`src/rtl/axi_nt_response_packetizer.sv`:
```
// Turns AXI B and R responses into NoC packets of header, source/ID, data beats and tail flits.
// Flits leave through a single registered stage that holds while the NoC stalls.
module axi_nt_response_packetizer #(
  parameter int FLIT_WIDTH = 34,
  parameter int AXIRDATAWD = 32,
  parameter int AXIIDWD    = 4,
  parameter int SOURCEWD   = 8,
  parameter int NODE_ID    = 0
) (
  input  logic                  clk,
  input  logic                  rst,
  input  logic [AXIIDWD-1:0]    BID,
  input  logic [1:0]            BRESP,
  input  logic                  BVALID,
  output logic                  BREADY,
  input  logic [AXIIDWD-1:0]    RID,
  input  logic [AXIRDATAWD-1:0] RDATA,
  input  logic [1:0]            RRESP,
  input  logic                  RLAST,
  input  logic                  RVALID,
  output logic                  RREADY,
  output logic [AXIIDWD-1:0]    lookup_id,
  input  logic [SOURCEWD-1:0]   lookup_dest,
  output logic [FLIT_WIDTH-1:0] flit,
  output logic                  valid,
  input  logic                  stall,
  output logic                  resp_done,
  output logic                  resp_done_is_read,
  output logic [AXIIDWD-1:0]    resp_done_id
);

  localparam logic [1:0] FT_HDR  = 2'b01;
  localparam logic [1:0] FT_BODY = 2'b00;
  localparam logic [1:0] FT_TAIL = 2'b10;
  localparam logic [SOURCEWD-1:0] NODE_ADDR = SOURCEWD'(NODE_ID);

  typedef enum logic [2:0] {IDLE, HDR0, HDR1, DATA, TAIL} state_t;

  state_t                  state_reg;
  logic                    valid_reg;
  logic [FLIT_WIDTH-1:0]   flit_reg;
  logic                    tail_reg;
  logic                    rr_reg;
  logic [1:0]              rresp_acc_reg;
  logic [1:0]              bresp_reg;
  logic [AXIIDWD-1:0]      id_reg;
  logic [SOURCEWD-1:0]     dest_reg;
  logic                    is_read_reg;
  logic [AXIIDWD-1:0]      done_id_reg;
  logic                    done_is_read_reg;

  logic                    adv;
  logic                    sel_b;
  logic                    sel_r;
  logic                    beat;
  logic                    load;
  logic                    load_tail;
  logic [FLIT_WIDTH-1:0]   flit_next;

  function automatic logic [FLIT_WIDTH-1:0] hdr0_flit(input logic [SOURCEWD-1:0] d, input logic rd);
    logic [FLIT_WIDTH-1:0] f;
    f = '0;
    f[FLIT_WIDTH-1 -: 2] = FT_HDR;
    f[FLIT_WIDTH-3]      = rd;
    f[SOURCEWD-1:0]      = d;
    return f;
  endfunction

  // The output register may take a new flit when it is empty or its flit leaves this cycle.
  assign adv    = !valid_reg || !stall;
  // With both responses pending, rr_reg=0 favours R.
  assign sel_b  = BVALID && (!RVALID || rr_reg);
  assign sel_r  = RVALID && (!BVALID || !rr_reg);
  assign BREADY = (state_reg == IDLE) && sel_b;
  assign RREADY = (state_reg == DATA) && adv;
  assign beat   = RVALID && RREADY;
  assign lookup_id = (state_reg == IDLE) ? (sel_r ? RID : BID) : id_reg;

  assign flit              = flit_reg;
  assign valid             = valid_reg;
  assign resp_done         = valid_reg && !stall && tail_reg;
  assign resp_done_id      = done_id_reg;
  assign resp_done_is_read = done_is_read_reg;

  always_comb begin
    load      = 1'b0;
    load_tail = 1'b0;
    flit_next = '0;
    case (state_reg)
      // Header goes straight out of IDLE when the register is free; HDR0 covers the stalled case.
      IDLE: if (sel_b || sel_r) begin
        load      = 1'b1;
        flit_next = hdr0_flit(lookup_dest, sel_r);
      end
      HDR0: begin
        load      = 1'b1;
        flit_next = hdr0_flit(dest_reg, is_read_reg);
      end
      HDR1: begin
        load = 1'b1;
        flit_next[FLIT_WIDTH-1 -: 2]              = FT_BODY;
        flit_next[SOURCEWD-1:0]                   = NODE_ADDR;
        flit_next[SOURCEWD+AXIIDWD-1:SOURCEWD]    = id_reg;
      end
      DATA: if (beat) begin
        load = 1'b1;
        flit_next[FLIT_WIDTH-1 -: 2]  = FT_BODY;
        flit_next[AXIRDATAWD-1:0]     = RDATA;
      end
      TAIL: begin
        load      = 1'b1;
        load_tail = 1'b1;
        flit_next[FLIT_WIDTH-1 -: 2] = FT_TAIL;
        flit_next[1:0]               = is_read_reg ? rresp_acc_reg : bresp_reg;
      end
      default: ;
    endcase
  end

  always_ff @(posedge clk or negedge rst) begin
    if (!rst) begin
      state_reg        <= IDLE;
      valid_reg        <= 1'b0;
      flit_reg         <= '0;
      tail_reg         <= 1'b0;
      rr_reg           <= 1'b0;
      rresp_acc_reg    <= 2'b00;
      bresp_reg        <= 2'b00;
      id_reg           <= '0;
      dest_reg         <= '0;
      is_read_reg      <= 1'b0;
      done_id_reg      <= '0;
      done_is_read_reg <= 1'b0;
    end else begin
      if (adv) begin
        valid_reg <= load;
        tail_reg  <= load_tail;
        if (load) flit_reg <= flit_next;
      end
      case (state_reg)
        IDLE: begin
          if (BVALID && RVALID) rr_reg <= !rr_reg;
          if (sel_b) begin
            id_reg      <= BID;
            bresp_reg   <= BRESP;
            is_read_reg <= 1'b0;
            dest_reg    <= lookup_dest;
            state_reg   <= adv ? HDR1 : HDR0;
          end else if (sel_r) begin
            id_reg        <= RID;
            is_read_reg   <= 1'b1;
            dest_reg      <= lookup_dest;
            rresp_acc_reg <= 2'b00;
            state_reg     <= adv ? HDR1 : HDR0;
          end
        end
        HDR0: if (adv) state_reg <= HDR1;
        HDR1: if (adv) state_reg <= is_read_reg ? DATA : TAIL;
        DATA: if (beat) begin
          if (RRESP > rresp_acc_reg) rresp_acc_reg <= RRESP;
          if (RLAST) state_reg <= TAIL;
        end
        TAIL: if (adv) begin
          // Completion info is captured here since IDLE may relatch id_reg while the tail is stalled.
          done_id_reg      <= id_reg;
          done_is_read_reg <= is_read_reg;
          state_reg        <= IDLE;
        end
        default: state_reg <= IDLE;
      endcase
    end
  end

endmodule

```
`config.mk`:
```
export PLATFORM = sky130hd
export DESIGN_NAME = axi_nt_response_packetizer
export DESIGN_NICKNAME = d
export VERILOG_FILES = /design/src/rtl/axi_nt_response_packetizer.sv
export SDC_FILE = /design/constraint.sdc
export NUM_CORES = 1
export LEC_CHECK = 0
export BUFFER_PORTS_ARGS = -buffer_cell sky130_fd_sc_hd__buf_4
export CORE_ASPECT_RATIO = 1.2
export CORE_UTILIZATION = 40
export CTS_BUF_LIST = sky130_fd_sc_hd__clkbuf_16
export DETAILED_ROUTE_END_ITERATION = 8
export GPL_ROUTABILITY_DRIVEN = 0
export GPL_TIMING_DRIVEN = 0
export PLACE_DENSITY = 0.72
export REMOVE_ABC_BUFFERS = 1
export SLEW_MARGIN = 20
export SYNTH_ARGS = -nofsm -noshare
export SYNTH_HDL_FRONTEND = slang
export SYNTH_SLANG_ARGS = --single-unit
```
`constraint.sdc`:
```
create_clock -name clk -period 2.4 [get_ports clk]
set_input_delay 0.48 -clock clk [delete_from_list [all_inputs] [get_ports clk]]
set_output_delay 0.48 -clock clk [all_outputs]
set_load 0.05 [all_outputs]
```
# After elaboration in Yosys (flattened, before gate mapping)

Index checks and enable logic that the tools add are counted.

Input port bits: 58
Register bits after elaboration: 62
Output and inout bits: 47
Logic and storage cells: 88

Equality and inequality tests: 13
Reduce and logical (&&, ||, !) cells: 28
Mux-type cells: 34
$lt $le $gt $ge: 1

Operators with widths:

| cell               | count |
|---|---|
| $pmux 20 s3        | 1 |
| $pmux 10 s4        | 1 |
| $mux 33            | 1 |
| $mux 32            | 1 |
| $mux 3             | 8 |
| $mux 4             | 4 |
| $mux 8             | 2 |
| $pmux 2 s4         | 2 |
| $pmux 3 s5         | 1 |
| $ne 2x2->1 const B | 7 |
| $mux 2             | 6 |
| $reduce_and 2->1   | 5 |
| $logic_and 1x1->1  | 8 |
| $eq 3x2->1 const B | 2 |
| $reduce_and 6->1   | 1 |
| $logic_not 1->1    | 5 |
| $mux 1             | 5 |
| $reduce_and 5->1   | 1 |
| $logic_or 1x1->1   | 4 |
| $pmux 2 s2         | 1 |
| $reduce_bool 2->1  | 2 |
| $eq 3x1->1 const B | 1 |
| $eq 3x3->1 const B | 1 |
| $logic_not 3->1    | 1 |
| 5 further kinds    | 5 |

# Logic depth before layout (Yosys ltp)

Gate-level depths: netlist (run 1).

Depth after elaboration: 7
Gate-level depth with buffers: 7
Mapped depth without buffers: 5

# Worst setup path after synthesis (run 1)

Ideal clock, no wire load.

Kind: register to output
Start: register state_reg[2]
End: output port lookup_id[0]
Buffers on the path: 2
Arrival: 2.204 ns
Stages on the path, launching flop included: 5
Slack: -0.284 ns
Data required time: 1.920 ns
Cell sequence: dfrtp_1 > buf_4 > or3_4 > buf_2 > o21ai_0

Longest elaborated chain between the ends: 2

Ends and longest elaborated chain:

| element                | RTL line | RTL |
|---|---|---|
| start, declared        | 39       | `state_t state_reg;` |
| start signal, assigned | 148      | `state_reg <= adv ? HDR1 : HDR0;` |
| start signal, assigned | 154      | `state_reg <= adv ? HDR1 : HDR0;` |
| start signal, assigned | 158      | `HDR1: if (adv) state_reg <= is_read_reg ? DATA : TAIL;` |
| $logic_not 3->1        | 77       | `assign lookup_id = (state_reg == IDLE) ? (sel_r ? RID : BID) : id_reg;` |
| $mux 4                 | 77       |  |
| end, declared          | 22       | `output logic [AXIIDWD-1:0] lookup_id,` |

No other way between the ends.

# Final worst setup path (run 1)

Same ends and word-level chain as after synthesis.

==> reports/metrics.cfg, run 1 <==
[status]
run_status = complete, no violations

[yosys]
synth_area_um2 = 2783
synth-seq-cells = 62
synth_cells = 239
ys_warn_count = 0
avgSynthCellArea_um2 = 11.64
synth_top_cell_by_area = dfrtp_1
ys.flop_type = dfrtp_1
synthMostInstantiatedCell = dfrtp_1
synth.top_cell.area_share = 0.5576
synthArstFlopShare = 1.000
synth-seq-area-share = 0.5576
netlist-cell-type-count = 43
synth_edf_count = 0
ys_top_cells_by_area = dfrtp_1, a22o_1, mux2_1
yosys-top-cells-count = dfrtp_1, nand2_1, a22o_1, o21ai_1, mux2_1

[floorplan]
start_util = 0.4238
io_pins = 105
fp.dieW_um = 78.14
die_h_um = 93.37
fp.coreArea_um2 = 6566
placementRows = 32
die-area_um2 = 7296

[timing]
slew_headroom = 0.4898
max_freq_ghz = 0.4280
fin_crit_sh = 0.9734
hold_viol = 0
period_needed_ps = 2336
report.final.slew_viol_count = 0
rsz0062_at_grt = false
worst_pin_slew_ps = 765.4
setup_viol = 0
finalClockSkew_ps = 5.442

[clock_tree]
insertion_delay_ps = 320
cts_hold_buffers = 0
cts_max_path_buffers = 2
clock-sinks = 62
root_buffer = clkbuf_16
cts_buffers = 9
post_cts_buffers = 0
htree_levels = 3
tritoncts = yes
clk_pin_slew_ps = 50

[global_route]
met2_usage = 0.3173
grt-busiest-layer = met2
antenna_found_initial = 0
grt_use_met3 = 0.06146
grt_max_degree = 63
grt_first_pass_wirelength_mm = 10.91
grt_pass1_vias = 2253
gr-total-overflow = 0
grt.total_usage = 0.1981
grtUsageMet1 = 0.2530

[placement]
place_hpwl_mm = 4.611
io_buffers = 104
dp.cells = 413

[detailed_routing]
wl_mm = 6.758
drt_first_iter_violations = 147
route.detailed.drc = 0
ant_nets = 0
viasPerCell = 5.308
dr_total_vias = 2277
first_pass_iters = 5
avgRoutedWirePerCell_um = 15.75

[setup_path]
crit_buf_inv = 1
critPathLaunchType = flop
worst-path-max-fanout = 12
path_delay_family = simple AND/OR/NAND/NOR gates
worstReg2RegEnd = rresp_acc_reg[0]$_DFFE_PN0P_
cp_slowest_cell = or3_4
path_class = flop to primary output
arrival_ps = 1860
worstSetupEndpointType = primary output
r2r_setup_slack_ps = 180
required_ps = 1920
r2r-start = state_reg[1]$_DFFE_PN0P_
worstPathCellList = or3_4, o21ai_0, buf_4
max_stage_delay_ps = 540
reg2reg_depth = 4

[finish]
multi_input_area_um2 = 1136
nNetsFinal = 399
regArea_um2 = 1551
final_cells = 429
layout-drive-gt1-share = 0.3634
antennaDiodeCount = 0
areaGrowthSynthToFinish_pct = 40.15
largest_reg_flops = 34
utilization = 0.5939
nFillCells = 554

[pwr]
p_sw_frac = 0.4472
p_comb_frac = 0.484
peakVddDrop_mv = 0.8147
powerDensity_nw_per_um2 = 1470
internal_power_mw = 3.170
p_leak_nw = 1.902
seqPwrFrac = 0.304
clkPwrFrac = 0.213
p_total_mw = 5.734
switchingPower_mw = 2.564

[min_path]
hp-class = input pin to asynchronous set/reset pin

[run]
max_cap_viol_count = 0

[timing repair]
item,in CTS,in global routing
pin swaps,0,1
gates resized for setup,1,0
endpoints found under the setup margin,1,1
[worst max path at each step]
stage | start | cells past startpoint | end | slack [ps]
after floorplan | RVALID | 3 | lookup_id[0] | -220
after global placement | state_reg[2]$_DFFE_PN0P_ | 3 | flit[32]$_DFFE_PN0P_ | -510
after detailed placement | RVALID | 5 | lookup_id[0] | 80
after CTS | state_reg[1]$_DFFE_PN0P_ | 3 | lookup_id[0] | 60
after global routing | state_reg[2]$_DFFE_PN0P_ | 3 | lookup_id[0] | 6
final | state_reg[2]$_DFFE_PN0P_ | 3 | lookup_id[0] | 60
[metal layers]
layer	wire length, um	part of all wire	vias up
met5	0	0	-
met4	69	0.010	0
met3	398	0.059	7
met2	3291	0.49	66
met1	2999	0.44	1118
li1	-	-	1086
[power groups by stage]
stage	Sequential (mW)	Combinational [mW]	Clock, mW
2_1_floorplan	2.46	1.13	0
3_3_place_gp	1.73	2.68	0
3_5_place_dp	1.75	2.79	0
4_1_cts	1.74	2.80	1.24
5_1_grt	1.79	2.97	1.29
6_report	1.74	2.77	1.22
[layout make-up]
type	count	share of cell area
flip-flops and latches	62	0.3978
multi-input cells	157	0.2913
repair buffers	105	0.2073
clock buffers	9	0.05775
well taps	85	0.02727
clock inverters	7	0.01476
inverters	4	0.003850
[metrics by stage]
| step | hold WS, ps | setup slack, ps | cell area (um2) | TNS [ps] |
|---|---|---|---|---|
| after floorplan | 184.4 | -224.8 | 2681 | -899.2 |
| after global placement | 467.4 | -514.8 | 3568 | -16620 |
| after detailed placement | 473.8 | 81.41 | 3613 | 0 |
| after CTS | 269.2 | 58.67 | 3900 | 0 |
| after global routing | 301.1 | 6.492 | 3900 | 0 |
| final | 242.2 | 63.74 | 3900 | 0 |
[placed cells by master (no fill, tap or decap), drive strengths merged, types with 2 or more instances in the layout]
cell type,Yosys,final
a22oi,4,4
nand2,29,29
a221oi,2,2
a21boi,2,2
dfrtp,62,62
and3b,2,2
o21ai,23,23
a22o,20,20
nand2b,2,2
nand3,2,2
buf,12,105
ha,2,2
clkinv,0,3
mux2i,12,12
nor3b,2,2
mux2,14,14
o2bb2ai,2,2
inv,4,6
a222oi,7,7
nor2,10,10
a21oi,6,6
clkbuf,4,9
[worst register-to-register path, cell delays in order (launching register included)]
cell	delay, ps
dfrtp_1	590
and3b_1	330
and3_2	680
o2111a_1	360
mux2i_1	190
[logic make-up (layout without fill, tap and decap cells)]
logic type,Yosys count,after routing,synth area share
AO/OA/AOI/OAI,72,72,0.1889
XOR/XNOR,1,1,0.003148
flip-flops,62,62,0.5576
buffers and inverters,20,125,0.04181
adder cells (fa/ha/maj),2,2,0.008991
AND/OR/NAND/NOR,56,56,0.09983
multiplexers,26,26,0.09982
Power figures use the tool's default switching activity.
==> run 2, diff against run 1 <==
--- a/config.mk
+++ b/config.mk
@@ -7,12 +7,12 @@
 export LEC_CHECK = 0
 export BUFFER_PORTS_ARGS = -buffer_cell sky130_fd_sc_hd__buf_4
 export CORE_ASPECT_RATIO = 1.2
-export CORE_UTILIZATION = 40
+export CORE_UTILIZATION = 45
 export CTS_BUF_LIST = sky130_fd_sc_hd__clkbuf_16
 export DETAILED_ROUTE_END_ITERATION = 8
 export GPL_ROUTABILITY_DRIVEN = 0
 export GPL_TIMING_DRIVEN = 0
-export PLACE_DENSITY = 0.72
+export PLACE_DENSITY = 0.79
 export REMOVE_ABC_BUFFERS = 1
 export SLEW_MARGIN = 20
 export SYNTH_ARGS = -nofsm -noshare
==> reports/metrics.cfg, run 2 (synthesis results as in run 1) <==
[global_route]
grt_first_pass_wirelength_mm = 10.37  ; was 10.91 mm
grt.total_usage = 0.2158  ; was 0.1981
antenna_found_initial = 0  ; unchanged
grt_pass1_vias = 2213  ; was 2,253
grt_max_degree = 63  ; unchanged
gr-total-overflow = 0  ; unchanged

[timing]
worst_hold_slack_ps = 244.9  ; was 242.2 ps
worst_pin_slew_ps = 773.2  ; was 765.4 ps
rsz0062_at_grt = false  ; unchanged
fin_crit_sh = 0.9624  ; was 0.9734
finalClockSkew_ps = 7.652  ; was 5.442 ps
report.final.slew_viol_count = 0  ; unchanged
slew_headroom = 0.4846  ; was 0.4898
period_needed_ps = 2310  ; was 2336 ps
tns_ps = 0  ; unchanged
max_freq_ghz = 0.4330  ; was 0.4280 GHz
hold_viol = 0  ; unchanged
setup_viol = 0  ; unchanged

[pwr]
p_leak_nw = 1.882  ; was 1.902 nW
powerDensity_nw_per_um2 = 1454  ; was 1470 nW/um2
peakVddDrop_mv = 0.6817  ; was 0.8147 mV

[floorplan]
fp.coreArea_um2 = 6012  ; was 6566 um2
fp.dieW_um = 73.79  ; was 78.14 um
start_util = 0.4629  ; was 0.4238
die_h_um = 88.14  ; was 93.37 um
die-area_um2 = 6503  ; was 7296 um2
placementRows = 31  ; was 32
io_pins = 105  ; unchanged

[finish]
regArea_um2 = 1551  ; unchanged
final_common_cell = buf_4  ; unchanged
largest_reg_flops = 34  ; unchanged
nNetsFinal = 399  ; unchanged
layout_common_cells = buf_4, dfrtp_1, nand2_1, a22o_1, o21ai_1  ; unchanged
final_cells = 426  ; was 429
areaGrowthSynthToFinish_pct = 39.07  ; was 40.15%
multi_input_area_um2 = 1136  ; unchanged
nFillCells = 500  ; was 554
layout-drive-gt1-share = 0.3605  ; was 0.3634
antennaDiodeCount = 0  ; unchanged
utilization = 0.6437  ; was 0.5939

[clock_tree]
root_buffer = clkbuf_16  ; unchanged
clk_pin_slew_ps = 50  ; about the same
cts_resized = 1  ; unchanged
cts_buffers = 9  ; unchanged
clock-sinks = 62  ; unchanged
cts_hold_buffers = 0  ; unchanged
tritoncts = yes  ; unchanged
post_cts_buffers = 0  ; unchanged
cts_max_path_buffers = 2  ; unchanged
insertion_delay_ps = 320  ; about the same
htree_levels = 3  ; unchanged

[detailed_routing]
first_pass_iters = 6  ; was 5
route.detailed.drc = 0  ; unchanged
dr_total_vias = 2286  ; was 2,277
wl_mm = 6.689  ; was 6.758 mm
avgRoutedWirePerCell_um = 15.70  ; was 15.75 um
viasPerCell = 5.366  ; was 5.308
ant_nets = 0  ; unchanged
drt_first_iter_violations = 166  ; was 147

[setup_path]
critPathLaunchType = flop  ; unchanged
arrival_ps = 1830  ; was 1860 ps
required_ps = 1920  ; about the same
worst-path-max-fanout = 12  ; unchanged
worstSetupEndpointType = primary output  ; unchanged
path_class = flop to primary output  ; unchanged

[status]
run_status = complete, no violations  ; unchanged

[min_path]
hp-class = input pin to asynchronous set/reset pin  ; unchanged

[placement]
dp.cells = 410  ; was 413
place_hpwl_mm = 4.614  ; was 4.611 mm
io_buffers = 104  ; unchanged

[run]
max_cap_viol_count = 0  ; unchanged

[run 2: cell types whose count changed in the layout (fill, tap and decap cells not counted)]
cell	delta
bufinv_16	-1
clkinv_1	+3
inv_1	-2
[run 2: area by class of cell]
class | instances | share of cell area
flip-flops and latches | 62 | 0.4009
multi-input cells | 157 | 0.2936
repair buffers | 105 | 0.2089
clock buffers | 9 | 0.05820
well taps | 82 | 0.02651
clock inverters | 7 | 0.008083
inverters | 4 | 0.003880
[run 2: worst paths after layout]
| kind | start | to | slack (ps) | depth (start not counted) |
|---|---|---|---|---|
| setup / recovery | state_reg[2]$_DFFE_PN0P_ | BREADY | 90 | 3 |
| hold / removal | rst | flit[24]$_DFFE_PN0P_ | 240 | 1 |
| setup reg to reg | state_reg[1]$_DFFE_PN0P_ | rresp_acc_reg[1]$_DFFE_PN0P_ | 240 | 4 |
| hold reg to reg | flit[33]$_DFFE_PN0P_ | flit[33]$_DFFE_PN0P_ | 480 | 2 |
| max in group asynchronous | rst | state_reg[0]$_DFFE_PN0P_ | 1660 | 1 |
| min in group clk | BRESP[1] | bresp_reg[1]$_DFFE_PN0P_ | 380 | 2 |
[run 2: metrics by stage]
stage          setup slack (ps)  total power, mW  area, um2
6_report                  90.28            5.628       3870
5_1_grt                   27.00            5.920       3870
4_1_cts                   93.50            5.662       3870
3_5_place_dp              99.01            4.540       3610
3_3_place_gp             -531.7            4.397       3565
2_1_floorplan            -224.8            3.591       2681
[run 2: power breakdown]
group | switching, mW | internal, mW
sequential | 0.299 | 1.44
combinational | 1.84 | 0.945
clock | 0.428 | 0.676
[run 2: critical path, cell delays in order, from the launching register on]
cell and delay, ps:
dfrtp_1 500, or3_4 530, nor2_2 230, buf_4 240
[run 2: metal layers]
metal	wire length (um)	up-vias	GRT usage
li1	-	1086	-
met1	2810	1115	0.2552
met2	3403	75	0.3786
met3	372	10	0.05524
met4	102	0	0.07343
met5	0	-	0
==> run 3, diff against run 2 <==
--- a/config.mk
+++ b/config.mk
@@ -7,12 +7,12 @@
 export LEC_CHECK = 0
 export BUFFER_PORTS_ARGS = -buffer_cell sky130_fd_sc_hd__buf_4
 export CORE_ASPECT_RATIO = 1.2
-export CORE_UTILIZATION = 45
+export CORE_UTILIZATION = 49
 export CTS_BUF_LIST = sky130_fd_sc_hd__clkbuf_16
 export DETAILED_ROUTE_END_ITERATION = 8
 export GPL_ROUTABILITY_DRIVEN = 0
 export GPL_TIMING_DRIVEN = 0
-export PLACE_DENSITY = 0.79
+export PLACE_DENSITY = 0.85
 export REMOVE_ABC_BUFFERS = 1
 export SLEW_MARGIN = 20
 export SYNTH_ARGS = -nofsm -noshare
==> reports/metrics.cfg, run 3 (synthesis results as in run 1) <==
[clock_tree]
root_buffer = clkbuf_16  ; unchanged
tritoncts = yes  ; unchanged
cts_max_path_buffers = 2  ; unchanged
htree_levels = 3  ; unchanged
clock-sinks = 62  ; unchanged
cts_buffers = 9  ; unchanged
clk_pin_slew_ps = 60  ; was 50 ps
cts_hold_buffers = 0  ; unchanged
insertion_delay_ps = 320  ; about the same

[global_route]
grt_max_degree = 63  ; unchanged
gr-total-overflow = 0  ; unchanged
grt_first_pass_wirelength_mm = 10.93  ; was 10.37 mm
grt.total_usage = 0.2373  ; was 0.2158
antenna_found_initial = 0  ; unchanged
grt_pass1_vias = 2252  ; was 2,213

[setup_path]
worstPathCellList = or3_4, o21ai_0, buf_4  ; was or3_4, nor2_2, buf_4
arrival_ps = 1790  ; was 1830 ps
worst-path-max-fanout = 12  ; unchanged
max_stage_delay_ps = 510  ; was 530 ps
critPathLaunchType = flop  ; unchanged
path_delay_family = simple AND/OR/NAND/NOR gates  ; unchanged
path_class = flop to primary output  ; unchanged
required_ps = 1920  ; about the same
worstSetupEndpointType = primary output  ; unchanged
crit_buf_inv = 1  ; unchanged
cp_slowest_cell = or3_4  ; unchanged

[timing]
setup_viol = 0  ; unchanged
hold_viol = 0  ; unchanged
fin_crit_sh = 0.9476  ; was 0.9624
worst_pin_slew_ps = 774.8  ; was 773.2 ps
period_needed_ps = 2274  ; was 2310 ps
worst_hold_slack_ps = 220.4  ; was 244.9 ps
report.final.slew_viol_count = 0  ; unchanged
slew_headroom = 0.4835  ; was 0.4846
rsz0062_at_grt = false  ; unchanged
finalClockSkew_ps = 5.125  ; was 7.652 ps
tns_ps = 0  ; unchanged
max_freq_ghz = 0.4397  ; was 0.4330 GHz

[run]
max_cap_viol_count = 0  ; unchanged

[finish]
layout_common_cells = buf_4, dfrtp_1, nand2_1, a22o_1, o21ai_1  ; unchanged
areaGrowthSynthToFinish_pct = 40.65  ; was 39.07%
layout-drive-gt1-share = 0.3779  ; was 0.3605
antennaDiodeCount = 0  ; unchanged
final_common_cell = buf_4  ; unchanged
largest_reg_flops = 34  ; unchanged
nFillCells = 394  ; was 500
final_cells = 406  ; was 426
nNetsFinal = 399  ; unchanged

[detailed_routing]
drt_first_iter_violations = 165  ; was 166
viasPerCell = 5.507  ; was 5.366
route.detailed.drc = 18  ; was 0
ant_nets = 0  ; unchanged
dr_total_vias = 2236  ; was 2,286
avgRoutedWirePerCell_um = 16.36  ; was 15.70 um
wl_mm = 6.643  ; was 6.689 mm
first_pass_iters = 6  ; unchanged

[floorplan]
fp.dieW_um = 70.79  ; was 73.79 um
io_pins = 105  ; unchanged
placementRows = 29  ; was 31
die-area_um2 = 5985  ; was 6503 um2
fp.coreArea_um2 = 5370  ; was 6012 um2
start_util = 0.5182  ; was 0.4629
die_h_um = 84.55  ; was 88.14 um

[pwr]
powerDensity_nw_per_um2 = 1507  ; was 1454 nW/um2
p_sw_frac = 0.4404  ; was 0.4560
p_leak_nw = 1.910  ; was 1.882 nW
peakVddDrop_mv = 0.8468  ; was 0.6817 mV
seqPwrFrac = 0.296  ; was 0.309
clkPwrFrac = 0.234  ; was 0.196
switchingPower_mw = 2.597  ; was 2.566 mW
p_comb_frac = 0.471  ; was 0.495
internal_power_mw = 3.300  ; was 3.062 mW
p_total_mw = 5.897  ; was 5.628 mW

[placement]
io_buffers = 104  ; unchanged
dp.cells = 390  ; was 410
place_hpwl_mm = 4.625  ; was 4.614 mm

[status]
violations = DRC
run_status = complete, but fails checks  ; was complete, no violations

[min_path]
hp-class = input pin to asynchronous set/reset pin  ; unchanged

-- run 3: layout make-up --
cell class	count	area, um2	area share
Clock buffer	9	225.2	0.05754
Clock inverter	7	97.59	0.02494
Inverter	4	15.01	0.003836
Multi-Input combinational cell	157	1136	0.2903
Sequential cell	62	1554	0.3971
Tap cell	62	77.57	0.01982
Timing Repair Buffer	105	808.3	0.2065
-- run 3: path summary, 6_finish.rpt --
| kind | start | endpoint | slack [ps] | cells past startpoint |
|---|---|---|---|---|
| hold / removal | rst | resp_done_id[3]$_DFFE_PN0P_ | 220 | 1 |
| max in group asynchronous | rst | state_reg[1]$_DFFE_PN0P_ | 1620 | 1 |
| hold reg to reg | flit[11]$_DFFE_PN0P_ | flit[11]$_DFFE_PN0P_ | 490 | 2 |
| setup / recovery | state_reg[2]$_DFFE_PN0P_ | lookup_id[0] | 130 | 3 |
| setup reg to reg | state_reg[0]$_DFFE_PN0P_ | rresp_acc_reg[0]$_DFFE_PN0P_ | 260 | 4 |
| min in group clk | BRESP[0] | bresp_reg[0]$_DFFE_PN0P_ | 380 | 2 |
-- run 3: stage by stage --
step,util,cell area (um2),worst slack (ps)
global route,0.7288,3914,49.76
global placement,0.6591,3540,-502.4
detailed placement,0.6675,3585,172.7
floorplan,-,2681,-224.8
CTS,0.7276,3908,26.16
finish,0.7288,3914,125.7
-- run 3: routing by layer --
layer / GRT usage / part of all wire
met5: 0 / 0
met4: 0.08727 / 0.016
met3: 0.05762 / 0.053
met2: 0.3794 / 0.50
met1: 0.3152 / 0.43
-- run 3: repair_timing --
action	in CTS	in global routing
resized for setup	0	3
endpoints found under the hold margin	0	0
endpoints found under the setup margin	0	3
setup buffers	0	0
-- run 3: power by group through the flow --
stage               sequential, mW  clock [mW]  combinational (mW)
finish                        1.74        1.38                2.78
global route                  1.80        1.44                2.95
CTS                           1.74        1.39                2.79
detailed placement            1.75           0                2.79
global placement              1.73           0                2.66
floorplan                     2.46           0                1.13
